File: config.mk
export PLATFORM = sky130hd
export DESIGN_NAME = fsm_symbol_tx_flat
export DESIGN_NICKNAME = d
export VERILOG_FILES = /design/src/rtl/fsm_symbol_tx_if.sv /design/src/rtl/fsm_symbol_tx.sv /design/src/flat_wrapper.sv
export SDC_FILE = /design/constraint.sdc
export NUM_CORES = 1
export LEC_CHECK = 0
export ABC_AREA = 1
export CORE_ASPECT_RATIO = 1.75
export CORE_UTILIZATION = 34
export DETAILED_ROUTE_END_ITERATION = 12
export SKIP_LAST_GASP = 1
export SYNTH_ARGS = -nofsm -noshare
export SYNTH_HDL_FRONTEND = slang
export SYNTH_SLANG_ARGS = --single-unit
File: constraint.sdc
create_clock -name clk -period 1.5 [get_ports clk]
set_input_delay 0.3 -clock clk [delete_from_list [all_inputs] [get_ports clk]]
set_output_delay 0.3 -clock clk [all_outputs]
set_load 0.1 [all_outputs]
File: src/rtl/fsm_symbol_tx_if.sv
// fsm_symbol_tx_if: handshake/symbol bundle between a frame source and the
// symbol transmitter.
//   master : drives load/data, observes everything else
//   slave  : the transmitter; samples load/data, drives ready/busy/x_out/
//            x_valid/done (plus peer_state/peer_out with
//            FSM_SYMBOL_TX_SHADOW_EN defined)
interface fsm_symbol_tx_if #(parameter int NSYM = 8);
  logic              load;
  logic [2*NSYM-1:0] data;
  logic              ready;
  logic              busy;
  logic [1:0]        x_out;
  logic              x_valid;
  logic              done;
`ifdef FSM_SYMBOL_TX_SHADOW_EN
  logic [1:0]        peer_state;
  logic              peer_out;

  modport master (output load, data,
                  input  ready, busy, x_out, x_valid, done, peer_state, peer_out);
  modport slave  (input  load, data,
                  output ready, busy, x_out, x_valid, done, peer_state, peer_out);
`else
  modport master (output load, data,
                  input  ready, busy, x_out, x_valid, done);
  modport slave  (input  load, data,
                  output ready, busy, x_out, x_valid, done);
`endif
endinterface

File: src/rtl/fsm_symbol_tx.sv
// fsm_symbol_tx: serializes a 2*NSYM-bit frame word into NSYM 2-bit symbols,
// MSB symbol first, one per clock, followed by GAP idle cycles.
// Ports:
//   clk  - rising-edge clock
//   rst  - asynchronous active-high reset
//   bus  - fsm_symbol_tx_if.slave (load/data in; ready/busy/x_out/x_valid/
//          done out; peer_state/peer_out with the shadow receiver)
// Optional feature: define FSM_SYMBOL_TX_SHADOW_EN to build a shadow copy of
// the four-state receiver FSM driven by the transmitted symbols.
module fsm_symbol_tx #(
  parameter int NSYM = 8,
  parameter int GAP  = 2
) (
  input  logic          clk,
  input  logic          rst,
  fsm_symbol_tx_if.slave bus
);
  localparam int W     = 2*NSYM;
  localparam int CW    = $clog2(NSYM);
  // GAP=0 would give a zero-width counter; keep one bit that is never used.
  localparam int GW    = (GAP > 0) ? $clog2(GAP+1) : 1;
  localparam int GLAST = (GAP > 0) ? GAP-1 : 0;

  typedef enum logic [1:0] {IDLE, SEND, GAPS} st_t;

  st_t           state, state_n;
  logic [W-1:0]  sh, sh_n;
  logic [CW-1:0] cnt, cnt_n;
  logic [GW-1:0] gcnt, gcnt_n;
  logic [1:0]    xo, xo_n;
  logic          xv, xv_n;
  logic          dn, dn_n;
  logic          last, gap_end;

  assign last    = (cnt == CW'(NSYM-1));
  assign gap_end = (gcnt == GW'(GLAST));

  // State register plus all registered outputs/datapath.
  always_ff @(posedge clk or posedge rst) begin
    if (rst) begin
      state <= IDLE;
      sh    <= '0;
      cnt   <= '0;
      gcnt  <= '0;
      xo    <= 2'b00;
      xv    <= 1'b0;
      dn    <= 1'b0;
    end else begin
      state <= state_n;
      sh    <= sh_n;
      cnt   <= cnt_n;
      gcnt  <= gcnt_n;
      xo    <= xo_n;
      xv    <= xv_n;
      dn    <= dn_n;
    end
  end

  // Next-state logic.
  always_comb begin
    state_n = state;
    case (state)
      IDLE:    if (bus.load) state_n = SEND;
      SEND:    if (last)     state_n = (GAP > 0) ? GAPS : IDLE;
      GAPS:    if (gap_end)  state_n = IDLE;
      default:               state_n = IDLE;
    endcase
  end

  // Output/datapath next values. x_out is registered, so the symbol that
  // appears in a cycle is selected one edge early: symbol 0 straight from
  // data on the load edge, later symbols from the already-shifted register.
  always_comb begin
    sh_n   = sh;
    cnt_n  = cnt;
    gcnt_n = gcnt;
    xo_n   = 2'b00;
    xv_n   = 1'b0;
    dn_n   = 1'b0;
    case (state)
      IDLE: if (bus.load) begin
        xo_n  = bus.data[W-1 -: 2];
        xv_n  = 1'b1;
        sh_n  = bus.data << 2;
        cnt_n = '0;
      end
      SEND: if (!last) begin
        xo_n  = sh[W-1 -: 2];
        xv_n  = 1'b1;
        sh_n  = sh << 2;
        cnt_n = cnt + 1'b1;
      end else begin
        dn_n   = 1'b1;
        gcnt_n = '0;
      end
      GAPS: if (!gap_end) gcnt_n = gcnt + 1'b1;
      default: ;
    endcase
  end

  assign bus.ready   = (state == IDLE);
  assign bus.busy    = (state != IDLE);
  assign bus.x_out   = xo;
  assign bus.x_valid = xv;
  assign bus.done    = dn;

`ifdef FSM_SYMBOL_TX_SHADOW_EN
  // Shadow receiver: advances on each valid symbol, holds otherwise.
  logic [1:0] ps, ps_n;
  logic       po;

  always_comb begin
    ps_n = ps;
    if (xv) begin
      if (ps == 2'd3) begin
        case (xo)
          2'b00:   ps_n = 2'd2;
          2'b01:   ps_n = 2'd1;
          2'b10:   ps_n = 2'd0;
          default: ps_n = 2'd3;
        endcase
      end else begin
        ps_n = xo;
      end
    end
  end

  always_ff @(posedge clk or posedge rst) begin
    if (rst) begin
      ps <= 2'd0;
      po <= 1'b0;
    end else begin
      ps <= ps_n;
      po <= (ps_n == 2'd1);
    end
  end

  assign bus.peer_state = ps;
  assign bus.peer_out   = po;
`endif
endmodule

File: src/flat_wrapper.sv
// flat-port wrapper written by rule: the top's interface ports become plain ports
module fsm_symbol_tx_flat 
#(
  parameter int NSYM = 8,
  parameter int GAP  = 2
)
  (clk, rst, bus_load, bus_data, bus_ready, bus_busy, bus_x_out, bus_x_valid, bus_done);
  fsm_symbol_tx_if #(.NSYM(NSYM)) bus_i ();
  input  logic clk;
  input  logic rst;
  input wire logic [$bits(bus_i.load)-1:0] bus_load;
  input wire logic [$bits(bus_i.data)-1:0] bus_data;
  output wire logic [$bits(bus_i.ready)-1:0] bus_ready;
  output wire logic [$bits(bus_i.busy)-1:0] bus_busy;
  output wire logic [$bits(bus_i.x_out)-1:0] bus_x_out;
  output wire logic [$bits(bus_i.x_valid)-1:0] bus_x_valid;
  output wire logic [$bits(bus_i.done)-1:0] bus_done;
  assign bus_i.load = bus_load;
  assign bus_i.data = bus_data;
  assign bus_ready = bus_i.ready;
  assign bus_busy = bus_i.busy;
  assign bus_x_out = bus_i.x_out;
  assign bus_x_valid = bus_i.x_valid;
  assign bus_done = bus_i.done;
  fsm_symbol_tx #(.NSYM(NSYM), .GAP(GAP)) u_core (.clk(clk), .rst(rst), .bus(bus_i));
endmodule
==> results of run 1 <==
==> area by class of cell <==
cell class | instances | area (um^2) | share of cell area [%]
tap | 46 | 57.6 | 3.38
clock inverter | 1 | 5.00 | 0.294
multi-input combinational | 116 | 558 | 32.8
timing repair buffer | 33 | 375 | 22.1
clock buffer | 3 | 41.3 | 2.43
sequential | 25 | 626 | 36.8
inverter | 10 | 37.5 | 2.21
==> cell usage in the layout (no fill, tap or decap), drive strengths merged <==
master / n
clkinv: 1
nand3: 36
nor2: 3
dfrtp: 25
clkdlybuf4s50: 18
clkbuf: 3
nand4: 2
nor3: 2
nand2: 69
buf: 15
ha: 4
inv: 10
==> critical path, stage by stage, from the launching register on <==
cell	delay [ps]
sky130_fd_sc_hd__dfrtp_1	400
sky130_fd_sc_hd__ha_1	220
sky130_fd_sc_hd__ha_1	210
sky130_fd_sc_hd__inv_2	90
sky130_fd_sc_hd__nand3_4	90
sky130_fd_sc_hd__buf_8	170
sky130_fd_sc_hd__nand3_1	70
sky130_fd_sc_hd__nand2_1	60
==> registers in the layout (all words and copies together) (netlist names) <==
| signal | cells |
|---|---|
| u_core.gcnt | 2 |
| u_core.bus.x_valid | 1 |
| u_core.state | 2 |
| u_core.bus.x_out | 2 |
| u_core.bus.done | 1 |
| u_core.sh | 14 |
| u_core.cnt | 3 |
==> cells by family after synthesis <==
| logic type | count (synthesis) | synth area share [%] |
|---|---|---|
| buffers and inverters | 18 | 7.86 |
| flip-flops | 25 | 49.1 |
| adder cells (fa/ha/maj) | 4 | 3.93 |
| AND/OR/NAND/NOR | 112 | 39.1 |
==> per-layer routing <==
layer / routed length [um] / vias up
li1: - / 564
met1: 1090 / 533
met2: 1580 / 33
met3: 135 / 5
met4: 56 / 0
met5: 0 / -
==> per-stage QoR <==
step           worst slack [ps]  cell area (um^2)
2_1_floorplan              -318              1280
3_3_place_gp               58.7              1630
3_5_place_dp              -9.81              1630
4_1_cts                    12.0              1680
5_1_grt                   -3.07              1700
6_report                   72.8              1700
==> power breakdown <==
group	internal, mW	leakage, nW	switching [mW]	total, mW
clock	0.186	0.0255	0.208	0.394
sequential	0.941	0.319	0.173	1.11
combinational	0.752	0.554	1.31	2.06
total	1.88	0.899	1.69	3.57
==> how the worst min path moves through the flow <==
stage                  startpoint               to  depth (start not counted)
detailed placement   u_core.sh[2]     u_core.sh[2]                          2
floorplan                     rst  u_core.bus.done                          1
CTS                           rst  u_core.state[1]                          3
finish                        rst  u_core.state[1]                          3
global placement    u_core.cnt[1]    u_core.cnt[1]                          2
global route                  rst  u_core.state[1]                          3
==> what timing repair did <==
action,4_1_cts,5_1_grt
endpoints found under the hold margin,0,0
buffers inserted,0,2
endpoints found under the setup margin,15,18
pin swaps,0,0
gates resized for setup,2,2
==> impl_metrics.json, run 1 <==
{
  "status": "finished clean",
  "ys_seq_elements": 25,
  "worst_clock_skew_ps": 0.943,
  "use_met3_pct": 1.96,
  "ctsHtreeMaxLevel": 1,
  "wirelength_um": 2860,
  "nNetsFinal": 212,
  "tritoncts": "yes",
  "grt_busiest_layer": "met2",
  "total_power_mw": 3.57,
  "remaining_drc_errors": 0,
  "finalHoldViolCount": 0,
  "timing.critical_path.from": "u_core.cnt[0]",
  "cp_max_fo": 18,
  "fp.dieW_um": 48.3,
  "r2r.worst_path.cells": 7,
  "post_synth_edffs": 0,
  "routed_wire_length_per_instance_um": 12.2,
  "cts_hold_buf": 0,
  "globalRouteMet1Util_pct": 19.1,
  "max_clock_freq_mhz": 701,
  "io_pins": 25,
  "ys_async_sr_fraction_pct": 100,
  "cts-buffers-inserted": 3,
  "netlist_top_cells_area": "sky130_fd_sc_hd__dfrtp_1 49%, sky130_fd_sc_hd__nand2_1 20%, sky130_fd_sc_hd__nand3_1 14%",
  "final-instance-count-excl-fill": 234,
  "power.leakage_nw": 0.899,
  "1st_pass_router_iterations": 4,
  "crit_type": "flip-flop to flip-flop",
  "rows": 29,
  "final_slew_viol_count": 0,
  "diodes": 0,
  "floorplan.initialDensity_pct": 35.5,
  "grt_pass1_wl_um": 4830,
  "worstPathArrival_ps": 1590,
  "worst_rel_slew_slack_pct": 78.7,
  "yosys.area.top_type_share_pct": 49.1,
  "first_iter_violations": 25,
  "crit_required_ps": 1660,
  "synth.yosys.seq_area_share_pct": 49.1,
  "post_synth_inst_count": 159,
  "regToRegSetupSlack_ps": 70,
  "ys_dominant_reg_cell": "sky130_fd_sc_hd__dfrtp_1",
  "die_h_um": 83.0,
  "setup.worst_path.start_class": "flip-flop",
  "die_area_mm2": 0.00400,
  "grt_remaining_overflow": 0,
  "yosys.cell_count.top_type": "sky130_fd_sc_hd__nand2_1",
  "areaGrowthSynthToFinish_pct": 33.5,
  "final_weighted_congestion_in_routability_driven_placement": 0.760,
  "place_inst": 228,
  "final.hold.worst_slack_ps": 377,
  "vias": 1135,
  "tightestPinTransition_ps": 319,
  "final_period_minus_worst_setup_slack_ps": 1430,
  "final-setup-viol-count": 0,
  "power.density_cell_area_mw_per_mm2": 2100,
  "place_hpwl_um": 2110,
  "avgSynthCellArea_um2": 8.01,
  "regToRegEndpoint": "u_core.sh[6]",
  "pin_count_of_the_biggest_net_entering_global_routing": 26,
  "crit-reg2reg-launch": "u_core.cnt[0]",
  "worst_hold_path_type": "primary input to async pin",
  "yosys_warnings": 0,
  "final.setup.tns_ps": 0,
  "synthDistinctLibCells": 16,
  "remaining_antenna_violation_count_after_routing": 0,
  "final_min_period_over_clock_period_pct": 95.1,
  "clk_pin_slew_ps": 80,
  "post_drt_via_cell_ratio": 4.85,
  "ys_top_cells_by_count": "67 x sky130_fd_sc_hd__nand2_1, 35 x sky130_fd_sc_hd__nand3_1, 25 x sky130_fd_sc_hd__dfrtp_1",
  "tritoncts_num_sinks": 25,
  "design.core.area_mm2": 0.00359,
  "worstSkewPairLatency_ps": 270,
  "synth_top_area_cell": "sky130_fd_sc_hd__dfrtp_1",
  "globalRouteMet2Util_pct": 28.5,
  "nFillCells": 353,
  "max_cap_viol_count": 0,
  "post_route_cells_drive_above_1_share_pct": 13.8,
  "grt_antenna_before_repair": 0,
  "synth_fp_nets": 182,
  "ir_drop_mv": 1.19,
  "timing.critical_path.to_type": "flip-flop",
  "cts-root-to-sink-buffers": 2,
  "globalRouteTotalUtil_pct": 16.8,
  "number_of_global_route_vias_before_repair": 1155,
  "end_of_flow_core_utilization_pct": 47.3,
  "cts_root_buffer": "sky130_fd_sc_hd__clkbuf_8",
  "crit_path_end": "u_core.sh[6]",
  "synthesis.area_mm2": 0.00127,
  "io_buffers": 24
}
Note: power is estimated with default switching activity, not from simulation.
==> inputs of run 2 (changes only) <==
==> constraint.sdc (replaced) <==
create_clock -name clk -period 1.3 [get_ports clk]
set_input_delay 0.26 -clock clk [delete_from_list [all_inputs] [get_ports clk]]
set_output_delay 0.26 -clock clk [all_outputs]
set_load 0.1 [all_outputs]
==> impl_metrics.json, run 2 (synthesized netlist as in run 1, its figures left out) <==
{
  "tightestPinTransition_ps": 333,
  "power.switching_fraction_pct": 46.8,
  "io_pins": 25,
  "grt_pass1_wl_um": 5330,
  "floorplan.initialDensity_pct": 35.5,
  "combinationalPowerShare_pct": 61.3,
  "power.leakage_nw": 0.950,
  "switchingPower_mw": 2.13,
  "most_common_library_cell_in_the_layout_ignoring_fill_and_taps": "sky130_fd_sc_hd__nand2_1",
  "placed_area_mm2": 0.00166,
  "crit_path_end": "u_core.cnt[2]",
  "remaining_drc_errors": 0,
  "setup_ws_pre_cts_ps": -191,
  "remaining_antenna_violation_count_after_routing": 0,
  "flip_flop_count_of_the_largest_register_after_layout": 14,
  "crit_type": "flip-flop to flip-flop",
  "timing.critical_path.from": "u_core.cnt[0]",
  "setup.worst_path.start_class": "flip-flop",
  "final_slew_viol_count": 0,
  "post_drt_via_cell_ratio": 4.86,
  "max_clock_freq_mhz": 732,
  "finalHoldViolCount": 0,
  "grt_remaining_overflow": 0,
  "regToRegEndpoint": "u_core.cnt[2]",
  "end_of_flow_core_utilization_pct": 51.8,
  "rsz0062_at_grt": "true",
  "worstSkewPairLatency_ps": 270,
  "worst_rel_slew_slack_pct": 77.8,
  "routed_wire_length_per_instance_um": 12.6,
  "areaGrowthSynthToFinish_pct": 46.2,
  "worst_hold_path_type": "primary input to async pin",
  "rows": 29,
  "crit_required_ps": 1460,
  "design.core.area_mm2": 0.00359,
  "1st_pass_router_iterations": 4,
  "tritoncts": "yes",
  "final-instance-count-excl-fill": 242,
  "power.density_cell_area_mw_per_mm2": 2450,
  "cellInternalPower_mw": 2.42,
  "die_area_mm2": 0.00400,
  "post_route_cells_drive_above_1_share_pct": 25.5,
  "total_power_mw": 4.55,
  "ir_drop_mv": 1.14,
  "nNetsFinal": 220,
  "first_iter_violations": 20,
  "final_min_period_over_clock_period_pct": 105,
  "diodes": 0,
  "top_register": "u_core.sh",
  "cts_hold_buf": 0,
  "die_h_um": 83.0,
  "finalWorstSetupSlack_ps": -66.1,
  "tritoncts_num_sinks": 25,
  "crit-reg2reg-launch": "u_core.cnt[0]",
  "place_inst": 232,
  "fp.dieW_um": 48.3,
  "final_weighted_congestion_in_routability_driven_placement": 0.766,
  "vias": 1177,
  "wirelength_um": 3040,
  "pin_count_of_the_biggest_net_entering_global_routing": 26,
  "status": "complete, but fails checks",
  "cp_max_fo": 8,
  "max_cap_viol_count": 0,
  "violated_checks": "setup timing",
  "worstPathArrival_ps": 1520,
  "cts-root-to-sink-buffers": 2,
  "timing.critical_path.to_type": "flip-flop",
  "io_buffers": 24,
  "regToRegSetupSlack_ps": -70,
  "seqPwrFrac_pct": 28.7,
  "number_of_global_route_vias_before_repair": 1298,
  "clk_pin_slew_ps": 90,
  "cts-buffers-inserted": 3,
  "ctsHtreeMaxLevel": 1,
  "r2r.worst_path.cells": 7,
  "power.clock.fraction_pct": 10.0,
  "grt_antenna_before_repair": 0,
  "final_period_minus_worst_setup_slack_ps": 1370,
  "cts_root_buffer": "sky130_fd_sc_hd__clkbuf_8",
  "final_design_area_no_fill_mm2": 0.00186,
  "final-setup-viol-count": 19,
  "globalRouteTotalUtil_pct": 17.6,
  "mostFrequentLayoutCells": "66 x sky130_fd_sc_hd__nand2_1, 25 x sky130_fd_sc_hd__dfrtp_1, 23 x sky130_fd_sc_hd__nand3_1",
  "place_hpwl_um": 2100,
  "worst_clock_skew_ps": 2.70,
  "reg_top3": "u_core.sh (14), u_core.cnt (3)"
}
-- run 2: layout make-up --
type / instances / area, um^2
Multi-Input combinational cell: 116 / 636
Timing Repair Buffer: 41 / 455
Clock inverter: 1 / 5.00
Sequential cell: 25 / 626
Clock buffer: 3 / 41.3
Tap cell: 46 / 57.6
Inverter: 10 / 41.3
Fill cell: 325 / 1730
-- run 2: worst min path at each step --
| stage | startpoint | depth (start not counted) | endpoint |
|---|---|---|---|
| after detailed placement | u_core.sh[2] | 2 | u_core.sh[2] |
| after global routing | rst | 3 | u_core.sh[8] |
| after floorplan | rst | 1 | u_core.bus.done |
| after CTS | rst | 3 | u_core.sh[7] |
| after global placement | u_core.sh[2] | 2 | u_core.sh[2] |
| final | rst | 3 | u_core.sh[7] |
-- run 2: through the flow --
stage	setup TNS (ps)	hold WS, ps
after floorplan	-6460	287
after global placement	-1480	491
after detailed placement	-3110	495
after CTS	-875	340
after global routing	-2290	383
final	-916	335
-- run 2: timing repair --
action | CTS | global route
pin swaps | 6 | 3
gates resized for setup | 17 | 7
gates cloned | 1 | 0
endpoints found under the setup margin | 21 | 23
setup buffers | 5 | 0
hold endpoints to repair | 0 | 0
-- run 2: per-layer routing --
| layer | global-route usage (%) | routed length (um) | vias up |
|---|---|---|---|
| li1 | - | - | 579 |
| met1 | 21.5 | 1250 | 569 |
| met2 | 29.3 | 1680 | 25 |
| met3 | 1.74 | 75 | 4 |
| met4 | 7.07 | 34 | 0 |
| met5 | 0 | 0 | - |
-- run 2: power groups by stage --
stage          clock network, mW  logic, mW  registers, mW
6_report                   0.456       2.79           1.31
3_3_place_gp                   0       2.33           1.28
3_5_place_dp                   0       2.40           1.30
2_1_floorplan                  0       1.38           1.55
4_1_cts                    0.474       2.76           1.30
5_1_grt                    0.497       3.03           1.34
-- run 2: worst max-delay path: stages (launching register included) --
cell and delay, ps:
sky130_fd_sc_hd__dfrtp_1 390, sky130_fd_sc_hd__ha_2 210, sky130_fd_sc_hd__ha_4 170, sky130_fd_sc_hd__inv_4 60
sky130_fd_sc_hd__nand3_4 120, sky130_fd_sc_hd__buf_8 190, sky130_fd_sc_hd__nand3_2 50, sky130_fd_sc_hd__nand2_1 60
==> inputs of run 3 (changes only) <==
--- a/config.mk
+++ b/config.mk
@@ -9,6 +9,7 @@
 export CORE_ASPECT_RATIO = 1.75
 export CORE_UTILIZATION = 34
 export DETAILED_ROUTE_END_ITERATION = 12
+export RECOVER_POWER = 100
 export SKIP_LAST_GASP = 1
 export SYNTH_ARGS = -nofsm -noshare
 export SYNTH_HDL_FRONTEND = slang
==> impl_metrics.json, run 3 (synthesized netlist as in run 1, its figures left out) <==
{
  "io_buffers": 24,
  "place_inst": 232,
  "final_period_minus_worst_setup_slack_ps": 1370,
  "design.core.area_mm2": 0.00359,
  "first_iter_violations": 27,
  "tritoncts": "yes",
  "cts_hold_buf": 0,
  "1st_pass_router_iterations": 4,
  "wirelength_um": 3060,
  "crit-reg2reg-launch": "u_core.cnt[0]",
  "crit_required_ps": 1460,
  "globalRouteMet2Util_pct": 29.3,
  "grt_busiest_layer": "met2",
  "regToRegEndpoint": "u_core.cnt[2]",
  "switchingPower_mw": 2.11,
  "power.density_cell_area_mw_per_mm2": 2440,
  "worst_hold_path_type": "flip-flop to flip-flop",
  "grt_remaining_overflow": 0,
  "regToRegSetupSlack_ps": -70,
  "fp.dieW_um": 48.3,
  "worst_path_max_delay_cell": "sky130_fd_sc_hd__dfrtp_1",
  "tritoncts_num_sinks": 25,
  "die_area_mm2": 0.00400,
  "vias": 1176,
  "rsz0062_at_grt": "true",
  "routed_wire_length_per_instance_um": 12.6,
  "use_met3_pct": 1.74,
  "top_register": "u_core.sh",
  "remaining_drc_errors": 0,
  "rows": 29,
  "violated_checks": "setup timing",
  "crit_type": "flip-flop to flip-flop",
  "final.setup.tns_ps": -917,
  "globalRouteMet1Util_pct": 21.5,
  "timing.critical_path.cells": "ha_2 -> ha_4 -> inv_4 -> nand3_4 -> buf_8 -> nand3_2 -> nand2_1",
  "power.clock.fraction_pct": 10.3,
  "timing.critical_path.to_type": "flip-flop",
  "number_of_global_route_vias_before_repair": 1298,
  "post_route_cells_drive_above_1_share_pct": 25.0,
  "cellInternalPower_mw": 2.30,
  "final_weighted_congestion_in_routability_driven_placement": 0.766,
  "floorplan.initialDensity_pct": 35.5,
  "mostFrequentLayoutCells": "66 x sky130_fd_sc_hd__nand2_1, 25 x sky130_fd_sc_hd__dfrtp_1, 23 x sky130_fd_sc_hd__nand3_1",
  "cp_max_fo": 8,
  "nFillCells": 334,
  "nNetsFinal": 220,
  "cts_root_buffer": "sky130_fd_sc_hd__clkbuf_8",
  "final_slew_viol_count": 0,
  "combinationalPowerShare_pct": 60.6,
  "grt_antenna_before_repair": 0,
  "worstPathArrival_ps": 1520,
  "status": "complete, but fails checks",
  "clk_pin_slew_ps": 80,
  "whs_path_depth": 2,
  "worstSkewPairLatency_ps": 270,
  "remaining_antenna_violation_count_after_routing": 0,
  "areaGrowthSynthToFinish_pct": 42.0,
  "cts-root-to-sink-buffers": 2,
  "setup.worst_path.start_class": "flip-flop",
  "max_cap_viol_count": 0,
  "max_stage_delay_ps": 390,
  "seqPwrFrac_pct": 29.1,
  "worst_clock_skew_ps": 2.70,
  "reg_top3": "u_core.sh (14), u_core.cnt (3)",
  "power.switching_fraction_pct": 47.8,
  "tightestPinTransition_ps": 641,
  "pin_count_of_the_biggest_net_entering_global_routing": 26,
  "io_pins": 25,
  "globalRouteTotalUtil_pct": 17.6,
  "flip_flop_count_of_the_largest_register_after_layout": 14,
  "power.leakage_nw": 0.934,
  "final-instance-count-excl-fill": 242,
  "diodes": 0,
  "place_hpwl_um": 2100,
  "grt_pass1_wl_um": 5330,
  "max_clock_freq_mhz": 732,
  "cts-buffers-inserted": 3,
  "finalWorstSetupSlack_ps": -66.2,
  "holdCritStartpoint": "u_core.gcnt[1]",
  "die_h_um": 83.0,
  "hold_end": "u_core.gcnt[1]",
  "ir_drop_mv": 1.10,
  "setup_ws_pre_cts_ps": -191,
  "most_common_library_cell_in_the_layout_ignoring_fill_and_taps": "sky130_fd_sc_hd__nand2_1",
  "post_drt_via_cell_ratio": 4.86,
  "finalHoldViolCount": 0,
  "final_min_period_over_clock_period_pct": 105,
  "r2r.worst_path.cells": 7,
  "worst_rel_slew_slack_pct": 57.2,
  "ctsHtreeMaxLevel": 1,
  "final-setup-viol-count": 19
}
==> run 3: routing by layer <==
| layer | part of all wire (%) | wire length [um] |
|---|---|---|
| met1 | 41 | 1270 |
| met2 | 55 | 1680 |
| met5 | 0 | 0 |
| met4 | 1.1 | 34 |
| met3 | 2.6 | 79 |
==> run 3: area by class of cell <==
cell class                      count  area, um^2  area share, %
Multi-Input combinational cell    116         636           35.1
Sequential cell                    25         626           34.6
Timing Repair Buffer               41         403           22.3
Tap cell                           46        57.6           3.18
Clock buffer                        3        41.3           2.28
Inverter                           10        41.3           2.28
Clock inverter                      1        5.00          0.277
==> run 3: power groups by stage <==
| stage | logic (mW) | registers (mW) | clock network, mW |
|---|---|---|---|
| after floorplan | 1.38 | 1.55 | 0 |
| after global placement | 2.33 | 1.28 | 0 |
| after detailed placement | 2.40 | 1.30 | 0 |
| after CTS | 2.76 | 1.30 | 0.474 |
| after global routing | 2.92 | 1.32 | 0.497 |
| final | 2.67 | 1.28 | 0.456 |
==> run 3: worst max-delay path by stage <==
stage	start	end	slack, ps	cells past startpoint
5_1_grt	u_core.cnt[0]	u_core.sh[10]	-140	7
2_1_floorplan	u_core.state[1]	bus_busy	-480	2
3_5_place_dp	u_core.cnt[0]	u_core.sh[4]	-190	7
4_1_cts	u_core.state[0]	bus_busy	-60	3
3_3_place_gp	u_core.cnt[0]	u_core.sh[13]	-110	7
6_report	u_core.cnt[0]	u_core.cnt[2]	-70	7
==> run 3: worst max-delay path, delay by kind of cell (launching register included) <==
family | cells | cell delay [ps]
adder cells (fa/ha/maj) | 2 | 380
AND/OR/NAND/NOR | 3 | 230
buffers and inverters | 2 | 250
flip-flops | 1 | 390
==> run 3: what timing repair did <==
action / CTS / global route
cloned: 1 / 0
pin swaps: 6 / 3
buffers inserted: 5 / 0
hold endpoints to repair: 0 / 0
endpoints found under the setup margin: 21 / 23
gates resized for setup: 17 / 7
==> run 3: metrics by stage <==
stage / utilization, % / hold slack [ps] / area [um^2] / total power [mW]
2_1_floorplan: - / 287 / 1280 / 2.93
3_3_place_gp: 46.1 / 491 / 1660 / 3.61
3_5_place_dp: 46.1 / 495 / 1660 / 3.70
4_1_cts: 51.0 / 340 / 1830 / 4.53
5_1_grt: 50.4 / 546 / 1810 / 4.73
6_report: 50.4 / 523 / 1810 / 4.41
